--- src/rtl/vga_timing_multi.sv ---
// Two-mode VGA timing generator.
// Counts h/v over the mode totals and decodes sync and blanking from those counts.
// Mode changes are deferred to frame boundaries.
// Bus outputs are registered from next-state counters, so every field describes the current pixel.
// Bus layout, MSB first:
//   hcount[10:0], vcount[10:0], vs, vblnk, hs, hblnk, rgb[11:0]
`ifndef VGA_BUS_SIZE
`define VGA_BUS_SIZE 38
`endif
`ifndef BACKGROUND_COLOR
`define BACKGROUND_COLOR 12'h000
`endif

module vga_timing_multi #(
  parameter int CNT_W      = 11,
  parameter int A_H_ACTIVE = 1024,
  parameter int A_H_FP     = 24,
  parameter int A_H_SYNC   = 136,
  parameter int A_H_BP     = 160,
  parameter int A_V_ACTIVE = 768,
  parameter int A_V_FP     = 3,
  parameter int A_V_SYNC   = 6,
  parameter int A_V_BP     = 29,
  parameter int B_H_ACTIVE = 800,
  parameter int B_H_FP     = 40,
  parameter int B_H_SYNC   = 128,
  parameter int B_H_BP     = 88,
  parameter int B_V_ACTIVE = 600,
  parameter int B_V_FP     = 1,
  parameter int B_V_SYNC   = 4,
  parameter int B_V_BP     = 23,
  parameter bit A_HS_POL   = 1'b1,
  parameter bit A_VS_POL   = 1'b1,
  parameter bit B_HS_POL   = 1'b1,
  parameter bit B_VS_POL   = 1'b1
) (
  input  logic                     pclk,
  input  logic                     rst,
  input  logic                     en,
  input  logic                     mode_sel,
  output logic [`VGA_BUS_SIZE-1:0] vga_out,
  output logic                     frame_start,
  output logic                     line_start,
  output logic                     mode_cur
);

  localparam int BUS_CW = 11;
  localparam int A_HT = A_H_ACTIVE + A_H_FP + A_H_SYNC + A_H_BP;
  localparam int A_VT = A_V_ACTIVE + A_V_FP + A_V_SYNC + A_V_BP;
  localparam int B_HT = B_H_ACTIVE + B_H_FP + B_H_SYNC + B_H_BP;
  localparam int B_VT = B_V_ACTIVE + B_V_FP + B_V_SYNC + B_V_BP;

  if (A_HT > 2**CNT_W || A_VT > 2**CNT_W) begin : g_bad_a
    $error("vga_timing_multi: mode A totals exceed the CNT_W counter range");
  end
  if (B_HT > 2**CNT_W || B_VT > 2**CNT_W) begin : g_bad_b
    $error("vga_timing_multi: mode B totals exceed the CNT_W counter range");
  end
  if (CNT_W > BUS_CW) begin : g_bad_w
    $error("vga_timing_multi: CNT_W wider than the bus count fields");
  end

  // Terminal counts and decode edges.
  // The sync-last values are inclusive, so an interval ending at the total never overflows.
  localparam logic [CNT_W-1:0] A_HT_M1 = CNT_W'(A_HT - 1);
  localparam logic [CNT_W-1:0] A_VT_M1 = CNT_W'(A_VT - 1);
  localparam logic [CNT_W-1:0] B_HT_M1 = CNT_W'(B_HT - 1);
  localparam logic [CNT_W-1:0] B_VT_M1 = CNT_W'(B_VT - 1);
  localparam logic [CNT_W-1:0] A_HACT  = CNT_W'(A_H_ACTIVE);
  localparam logic [CNT_W-1:0] A_VACT  = CNT_W'(A_V_ACTIVE);
  localparam logic [CNT_W-1:0] B_HACT  = CNT_W'(B_H_ACTIVE);
  localparam logic [CNT_W-1:0] B_VACT  = CNT_W'(B_V_ACTIVE);
  localparam logic [CNT_W-1:0] A_HSS   = CNT_W'(A_H_ACTIVE + A_H_FP);
  localparam logic [CNT_W-1:0] A_HSL   = CNT_W'(A_H_ACTIVE + A_H_FP + A_H_SYNC - 1);
  localparam logic [CNT_W-1:0] A_VSS   = CNT_W'(A_V_ACTIVE + A_V_FP);
  localparam logic [CNT_W-1:0] A_VSL   = CNT_W'(A_V_ACTIVE + A_V_FP + A_V_SYNC - 1);
  localparam logic [CNT_W-1:0] B_HSS   = CNT_W'(B_H_ACTIVE + B_H_FP);
  localparam logic [CNT_W-1:0] B_HSL   = CNT_W'(B_H_ACTIVE + B_H_FP + B_H_SYNC - 1);
  localparam logic [CNT_W-1:0] B_VSS   = CNT_W'(B_V_ACTIVE + B_V_FP);
  localparam logic [CNT_W-1:0] B_VSL   = CNT_W'(B_V_ACTIVE + B_V_FP + B_V_SYNC - 1);

  typedef enum logic {RUN = 1'b0, PEND = 1'b1} state_e;

  state_e           st_q, st_d;
  logic             mode_q, mode_d;
  logic [CNT_W-1:0] h_q, h_d, v_q, v_d;
  logic             hs_q, hs_d, vs_q, vs_d, hb_q, hb_d, vb_q, vb_d;
  logic             org_q, org_d, ls_q, ls_d;

  logic [CNT_W-1:0] ht_m1, vt_m1;
  logic             h_end, f_end;
  logic [CNT_W-1:0] n_hact, n_vact, n_hss, n_hsl, n_vss, n_vsl;
  logic             n_hpol, n_vpol;

  // Next-state counters and the frame-boundary mode switch FSM.
  always_comb begin
    ht_m1  = mode_q ? B_HT_M1 : A_HT_M1;
    vt_m1  = mode_q ? B_VT_M1 : A_VT_M1;
    h_end  = (h_q == ht_m1);
    f_end  = h_end && (v_q == vt_m1);
    h_d    = h_q;
    v_d    = v_q;
    mode_d = mode_q;
    st_d   = st_q;
    if (en) begin
      h_d = h_end ? '0 : h_q + CNT_W'(1);
      if (h_end) v_d = (v_q == vt_m1) ? '0 : v_q + CNT_W'(1);
      unique case (st_q)
        RUN:  if (mode_sel != mode_q) st_d = PEND;
        PEND: begin
          if (f_end) begin
            mode_d = mode_sel;
            st_d   = RUN;
          end else if (mode_sel == mode_q) begin
            st_d   = RUN;
          end
        end
        default: st_d = RUN;
      endcase
    end
  end

  // Decode sync/blank for the pixel the counters move to, using that pixel's mode.
  always_comb begin
    n_hact = mode_d ? B_HACT : A_HACT;
    n_vact = mode_d ? B_VACT : A_VACT;
    n_hss  = mode_d ? B_HSS  : A_HSS;
    n_hsl  = mode_d ? B_HSL  : A_HSL;
    n_vss  = mode_d ? B_VSS  : A_VSS;
    n_vsl  = mode_d ? B_VSL  : A_VSL;
    n_hpol = mode_d ? B_HS_POL : A_HS_POL;
    n_vpol = mode_d ? B_VS_POL : A_VS_POL;
    hb_d   = (h_d >= n_hact);
    vb_d   = (v_d >= n_vact);
    hs_d   = (h_d >= n_hss && h_d <= n_hsl) ? n_hpol : ~n_hpol;
    vs_d   = (v_d >= n_vss && v_d <= n_vsl) ? n_vpol : ~n_vpol;
    org_d  = (h_d == '0) && (v_d == '0);
    ls_d   = (h_d == '0);
  end

  // State and registered outputs.
  // With en low every next-state term equals its current value, so everything holds.
  always_ff @(posedge pclk or posedge rst) begin
    if (rst) begin
      st_q   <= RUN;
      mode_q <= 1'b0;
      h_q    <= '0;
      v_q    <= '0;
      hb_q   <= 1'b0;
      vb_q   <= 1'b0;
      hs_q   <= ~A_HS_POL;
      vs_q   <= ~A_VS_POL;
      org_q  <= 1'b1;
      ls_q   <= 1'b1;
    end else begin
      st_q   <= st_d;
      mode_q <= mode_d;
      h_q    <= h_d;
      v_q    <= v_d;
      hb_q   <= hb_d;
      vb_q   <= vb_d;
      hs_q   <= hs_d;
      vs_q   <= vs_d;
      org_q  <= org_d;
      ls_q   <= ls_d;
    end
  end

  // Strobes are gated by en so a held origin pixel fires once when counting resumes.
  // They are gated by rst so they read 0 during reset.
  assign frame_start = org_q & en & ~rst;
  assign line_start  = ls_q & en & ~rst;
  assign mode_cur    = mode_q;
  assign vga_out     = {BUS_CW'(h_q), BUS_CW'(v_q), vs_q, vb_q, hs_q, hb_q, `BACKGROUND_COLOR};

endmodule

--- config.mk ---
export PLATFORM = sky130hd
export DESIGN_NAME = vga_timing_multi
export DESIGN_NICKNAME = d
export VERILOG_FILES = /design/src/rtl/vga_timing_multi.sv
export SDC_FILE = /design/constraint.sdc
export NUM_CORES = 1
export LEC_CHECK = 0
export CAP_MARGIN = 10
export CORE_MARGIN = 5
export CORE_UTILIZATION = 40
export CTS_BUF_LIST = sky130_fd_sc_hd__clkbuf_4 sky130_fd_sc_hd__clkbuf_8
export DETAILED_ROUTE_END_ITERATION = 8
export SYNTH_ARGS = -nofsm -noshare
export SYNTH_HDL_FRONTEND = slang
export SYNTH_SLANG_ARGS = --single-unit
--- constraint.sdc ---
create_clock -name pclk -period 4.4 [get_ports pclk]
set_input_delay 0.88 -clock pclk [delete_from_list [all_inputs] [get_ports pclk]]
set_output_delay 0.88 -clock pclk [all_outputs]
set_load 0.03 [all_outputs]
==> reports/qor.txt, run 1 <==
# Post-CTS Setup Buffers - 0
Critical path data arrival time - 3.87 ns
CTS tree - built
Largest area contributor in the netlist - dfrtp_1
Worst r2r src - mode_cur
Largest regs - h_q x11, v_q x11
Commonest non-fill, non-tap cell in the layout - clkdlybuf4s50_1
Final count of negative-setup-slack endpoints - 0
Top fanout value on the critical path - 12
Max IR drop VDD - 0.228 mV
Critical path startpoint category - primary input
Share of cells above drive strength 1 - 12.0%
Avg Cell Area, Syn - 9.11 um^2
Measured slew at the worst slew-check pin - 1.14 ns
Core area - 5570 um^2
Slew headroom - 24.1%
CTS H-tree lvls - 2
Synth Area in XOR/XNOR - 5.84%
Total power - 0.945 mW
Unrepaired setup endpoints after global routing - no
Starting density of the core - 41.5%
Synth Area in Adders - 4.87%
Netlist cell types - 67
Clk root buf - clkbuf_8
Post-synthesis async set-or-reset flop share - 100%
Worst-Skew Late Latency - 0.28 ns
Hold Startpoint - st_q
Hold crit path type - reg2reg
Clock tree sinks - 30
Main combinational cell family by area after synthesis - simple AND/OR/NAND/NOR gates
Critical path origin - en
Max-Cap Viols - 0
Synth Register Bits - 30
# port buffers - 32
WL/cell - 16.7 um
Vias in the first global route - 1,933
Clk_skew - 0.00634 ns
Most frequent cells in the layout - clkdlybuf4s50_1, dfrtp_1, nand2_1
DRC Markers - 0
Fin util - 48.8%
Layout Nets - 296
Clk slew on worst S/H paths - 0.07 ns
Post-synthesis mux area share - 3.52%
EDFF count, synth - 0
PwrDens - 347 nW/um^2
CTS Hold Bufs - 0
Tot GR Track Use - 17.0%
Setup CP Type - in2reg
Critical path's largest stage delay - 0.64 ns
Antenna violations before repair - 0
Cell Rows - 27
Mapped Cells - 254
Total congestion overflow - 0
Post-synthesis simple-gate area fraction - 24.7%
Top-level I/O count - 45
DR pass1 iterations - 4
Synth Area in Compound Gates - 18.4%
Data required, critical path - 4.57 ns
Final Cycle Share - 84.0%
Largest net degree at the start of global routing - 30
Post_cts resized - 0
Post-Syn Area - 2310 um^2
Hpwl dp - 4550 um
Final hold violations - 0
Global-route wire length before repair - 9870 um
Leakage - 1.13 nW
Synth top area cells - dfrtp_1, buf_4, ha_1
Setup_tns - 0 ns
Final WL - 5950 um
Crit-path cells - clkdlybuf4s50_1 > o2111ai_1 > o21a_1 > or2_2 > ha_1 > a2111oi_0 > o21ai_0 > o21a_1
Outcome - complete, no violations
Top_reg_cell synth - dfrtp_1
Worst Setup End Kind - flop
Slew Viols, Final - 0
Cell mode on critical path - o21a_1
Hold WS - 0.569 ns
Diodes inserted - 0
Fmax - 271 MHz
Die Y - 86.1 um
Die width - 86.1 um
Vias per cell - 5.65
Slowest-stage cell, CP - clkdlybuf4s50_1
Die Area - 7400 um^2
Antenna-violating nets left - 0
Register area share after synthesis - 32.6%
Drt initial violations - 94
Fin crit period - 3.70 ns
Final GP Congestion - 0.901
Synth-to-layout area growth - 17.6%
Synth top area share - 30.3%
CTS Buf Count - 5
Via count - 2,013
Clock buffer depth - 2
Filler cells - 548
Yosys Warn Count - 0
## final cells by class
type	count	area (um^2)	share of cell area (%)
Inverter	18	68.8	2.53
Sequential cell	30	753	27.7
Tap cell	72	90.1	3.31
Multi-Input combinational cell	193	1370	50.4
Clock inverter	1	5.00	0.184
Clock buffer	7	90.1	3.31
Timing Repair Buffer	35	343	12.6
## worst max-delay path, delay by kind of cell
kind,cells,cell delay (ns)
AOI/OAI and AO/OA,5,1.79
adders and majority gates,1,0.22
buffers and inverters,1,0.64
and+or+nand+nor,1,0.34
## kinds of logic (layout without fill, tap and decap cells)
| family | Yosys count | in the layout |
|---|---|---|
| XOR/XNOR | 13 | 13 |
| buffers and inverters | 42 | 61 |
| AO/OA/AOI/OAI | 54 | 54 |
| flip-flops | 30 | 30 |
| other | 1 | 12 |
| adder cells (fa/ha/maj) | 9 | 9 |
| AND/OR/NAND/NOR | 98 | 98 |
| multiplexers | 7 | 7 |
## synthesized netlist by cell type, drive strengths merged (2+ instances only)
cell,count
or4b,2
dfrtp,28
o31ai,3
o2111ai,2
nand2,22
dfstp,2
xor2,2
and3b,2
nor2b,3
a21oi,11
or2,2
nand3,9
o21ai,9
nand2b,3
xnor2,10
or4,3
and4,2
o21bai,2
and3,4
or3,3
and2,3
a221oi,3
a2111oi,6
nor4,9
mux2,6
a211oi,2
nor3,6
o211ai,2
nor4b,2
nor2,12
a22o,2
nand4,7
ha,9
o21a,3
inv,17
clkbuf,4
buf,20
## worst paths after layout
check                      slack (ns)    end  cells after the start
max in group asynchronous        2.96  org_q                      3
min reg2reg                      0.57   st_q                      1
max                              0.70   vs_q                      8
min in group asynchronous        0.82   st_q                      2
min                              0.57   st_q                      1
max reg2reg                      0.72   vs_q                      9
## power by group
| group | internal, mW | switching, mW | total, mW |
|---|---|---|---|
| clock | 0.132 | 0.107 | 0.239 |
| combinational | 0.123 | 0.206 | 0.329 |
| sequential | 0.307 | 0.0699 | 0.377 |
| total | 0.562 | 0.383 | 0.945 |
## through the flow
step,area [um^2],worst slack (ns),instances
finish,2720,0.704,356
global route,2720,0.427,356
CTS,2720,0.757,356
detailed placement,2630,0.464,348
global placement,2630,0.487,348
floorplan,2350,1.12,265
## layer usage
metal / routed length, um / track usage [%] / up-vias
met4: 116 / 6.19 / 0
li1: - / - / 975
met5: 0 / 0 / -
met1: 2610 / 22.3 / 973
met3: 235 / 3.17 / 12
met2: 2990 / 27.6 / 53
No activity file was read; power rests on OpenSTA's default activity.
==> inputs of run 2 (changes only) <==
--- a/config.mk
+++ b/config.mk
@@ -10,6 +10,7 @@
 export CORE_UTILIZATION = 40
 export CTS_BUF_LIST = sky130_fd_sc_hd__clkbuf_4 sky130_fd_sc_hd__clkbuf_8
 export DETAILED_ROUTE_END_ITERATION = 8
+export PLACE_DENSITY = 0.67
 export SYNTH_ARGS = -nofsm -noshare
 export SYNTH_HDL_FRONTEND = slang
 export SYNTH_SLANG_ARGS = --single-unit
==> constraint.sdc (replaced) <==
create_clock -name pclk -period 3.3 [get_ports pclk]
set_input_delay 0.66 -clock pclk [delete_from_list [all_inputs] [get_ports pclk]]
set_output_delay 0.66 -clock pclk [all_outputs]
set_load 0.03 [all_outputs]
==> run 2 against run 1 <==
Die area did not move; final cell count rose by 6.2%; sequential power rose by 19%; register-to-register slack got worse by 0.53 ns; first-iteration DRC count rose by 53%.
==> reports/qor.txt, run 2 (synthesis gave the netlist of run 1 again) <==
Outcome - complete, no violations (unchanged)
Die Y - 86.1 um (unchanged)
Int Pwr - 0.790 mW (was 0.562 mW)
Top fanout value on the critical path - 11 (was 12)
Max IR drop VDD - 0.309 mV (was 0.228 mV)
Final WL - 6220 um (was 5950 um)
Antenna-violating nets left - 0 (unchanged)
Setup_tns - 0 ns (unchanged)
Synth-to-layout area growth - 24.5% (was 17.6%)
Die width - 86.1 um (unchanged)
Hold Startpoint - st_q (unchanged)
Hold path depth - 1 (unchanged)
Clock buffer depth - 2 (unchanged)
Drt initial violations - 144 (was 94)
Fmax - 321 MHz
Vias in the first global route - 1,979 (was 1,933)
CTS Hold Bufs - 0 (unchanged)
Switching Fraction - 40.1% (was 40.5%)
Reg-to-reg setup timing slack - 0.19 ns (was 0.72 ns)
Final count of negative-setup-slack endpoints - 0 (unchanged)
Cell Rows - 27 (unchanged)
Clk root buf - clkbuf_8 (unchanged)
Largest net degree at the start of global routing - 21 (was 30)
Setup CP Type - reg2reg (was in2reg)
Slew headroom - 61.8% (was 24.1%)
DRC Markers - 0 (unchanged)
Tot GR Track Use - 17.5% (was 17.0%)
Fin crit period - 3.11 ns
Clk_skew - 0.00672 ns (was 0.00634 ns)
Hold Path Sink - st_q (unchanged)
Total congestion overflow - 0 (unchanged)
Critical path startpoint category - flop (was primary input)
Commonest non-fill, non-tap cell in the layout - clkdlybuf4s50_1 (unchanged)
Unrepaired setup endpoints after global routing - no (unchanged)
Core area - 5570 um^2 (unchanged)
CTS tree - built (unchanged)
R2r worst-path depth - 10 (was 9)
Clock tree sinks - 30 (unchanged)
Clk slew on worst S/H paths - 0.06 ns (was 0.07 ns)
Leakage - 1.23 nW (was 1.13 nW)
Data required, critical path - 3.52 ns (was 4.57 ns)
Vias per cell - 5.57 (was 5.65)
Flop pwr share - 34.0% (was 39.9%)
Global-route wire length before repair - 10,200 um (was 9870 um)
Final GP Congestion - 0.902 (was 0.901)
Total power - 1.32 mW (was 0.945 mW)
Die Area - 7400 um^2 (unchanged)
Starting density of the core - 41.5% (unchanged)
CTS H-tree lvls - 2 (unchanged)
Most frequent cells in the layout - clkdlybuf4s50_1, dfrtp_1, buf_4 (was clkdlybuf4s50_1, dfrtp_1, nand2_1)
Final hold violations - 0 (unchanged)
Share of cells above drive strength 1 - 19.3% (was 12.0%)
Hold crit path type - reg2reg (unchanged)
Post_cts resized - 0 (unchanged)
DR pass1 iterations - 4 (unchanged)
Largest regs - h_q x11, v_q x11 (unchanged)
PwrDens - 458 nW/um^2 (was 347 nW/um^2)
Worst-Skew Late Latency - 0.28 ns (about the same)
CTS Buf Count - 5 (unchanged)
Slew Viols, Final - 0 (unchanged)
# Post-CTS Setup Buffers - 0 (unchanged)
Layout Nets - 318 (was 296)
# port buffers - 32 (unchanged)
Worst Setup End Kind - flop (unchanged)
WL/cell - 16.5 um (was 16.7 um)
Final Cycle Share - 94.4%
Worst reg2reg endpoint - hs_q (was vs_q)
Measured slew at the worst slew-check pin - 0.568 ns (was 1.14 ns)
Antenna violations before repair - 0 (unchanged)
Via count - 2,104 (was 2,013)
Net switching power - 0.529 mW (was 0.383 mW)
Critical path data arrival time - 3.33 ns (was 3.87 ns)
Gate power share - 41.9% (was 34.8%)
Worst r2r src - h_q[1] (was mode_cur)
Hpwl dp - 4780 um (was 4550 um)
Clock power frac - 24.1% (was 25.3%)
Diodes inserted - 0 (unchanged)
Top-level I/O count - 45 (unchanged)
Max-Cap Viols - 0 (unchanged)
run 2: how the worst max path moves through the flow:
stage               cells past startpoint  slack, ns    from   end
detailed placement                     10       0.10      en  hs_q
floorplan                              11       0.02  h_q[5]  hs_q
global placement                       10       0.15      en  hs_q
global route                           10       0.06  h_q[1]  hs_q
finish                                 10       0.19  h_q[1]  hs_q
CTS                                    10       0.18  h_q[1]  hs_q
run 2: metal layers:
layer / routed length [um] / track usage [%] / vias up
li1: - / - / 1019
met4: 89 / 5.90 / 0
met5: 0 / 0 / -
met3: 423 / 3.65 / 9
met2: 2830 / 25.8 / 79
met1: 2880 / 25.2 / 997
run 2: area by class of cell:
class / count / area (um^2)
repair buffers: 57 / 503
fillers: 519 / 2690
flip-flops and latches: 30 / 753
inverters: 18 / 68.8
well taps: 72 / 90.1
multi-input cells: 193 / 1370
clock buffers: 8 / 91.3
run 2: critical path, cell delays in order (launching register included):
cell       delay [ns]
dfrtp_1          0.45
ha_2             0.29
nand4_1          0.25
a2111oi_4        0.42
nand4_2          0.17
mux2_4           0.40
ha_1             0.32
nor2b_1          0.14
nor4_1           0.06
a2111oi_2        0.36
a22o_1           0.19
run 2: through the flow:
step	util [%]	setup WS, ns	std cells	instance area, um^2	hold slack [ns]
after global routing	51.7	0.0604	378	2880	0.591
after floorplan	-	0.0153	265	2350	0.522
final	51.7	0.186	378	2880	0.569
after detailed placement	50.0	0.103	370	2790	0.548
after global placement	50.0	0.149	370	2790	0.540
after CTS	51.6	0.184	378	2880	0.567
run 2: power groups by stage:
| stage | Sequential [mW] | Combinational, mW | Clock [mW] |
|---|---|---|---|
| 5_1_grt | 0.455 | 0.592 | 0.345 |
| 6_report | 0.448 | 0.553 | 0.318 |
| 3_3_place_gp | 0.453 | 0.539 | 0 |
| 4_1_cts | 0.448 | 0.545 | 0.324 |
| 2_1_floorplan | 0.545 | 0.263 | 0 |
| 3_5_place_dp | 0.455 | 0.542 | 0 |
==> inputs of run 3 (changes only) <==
--- a/config.mk
+++ b/config.mk
@@ -10,7 +10,9 @@
 export CORE_UTILIZATION = 40
 export CTS_BUF_LIST = sky130_fd_sc_hd__clkbuf_4 sky130_fd_sc_hd__clkbuf_8
 export DETAILED_ROUTE_END_ITERATION = 8
+export GPL_ROUTABILITY_DRIVEN = 1
 export PLACE_DENSITY = 0.67
+export SLEW_MARGIN = 10
 export SYNTH_ARGS = -nofsm -noshare
 export SYNTH_HDL_FRONTEND = slang
 export SYNTH_SLANG_ARGS = --single-unit
==> results of run 3 <==
Final layout, timing and power as in run 2 (identical DEF).
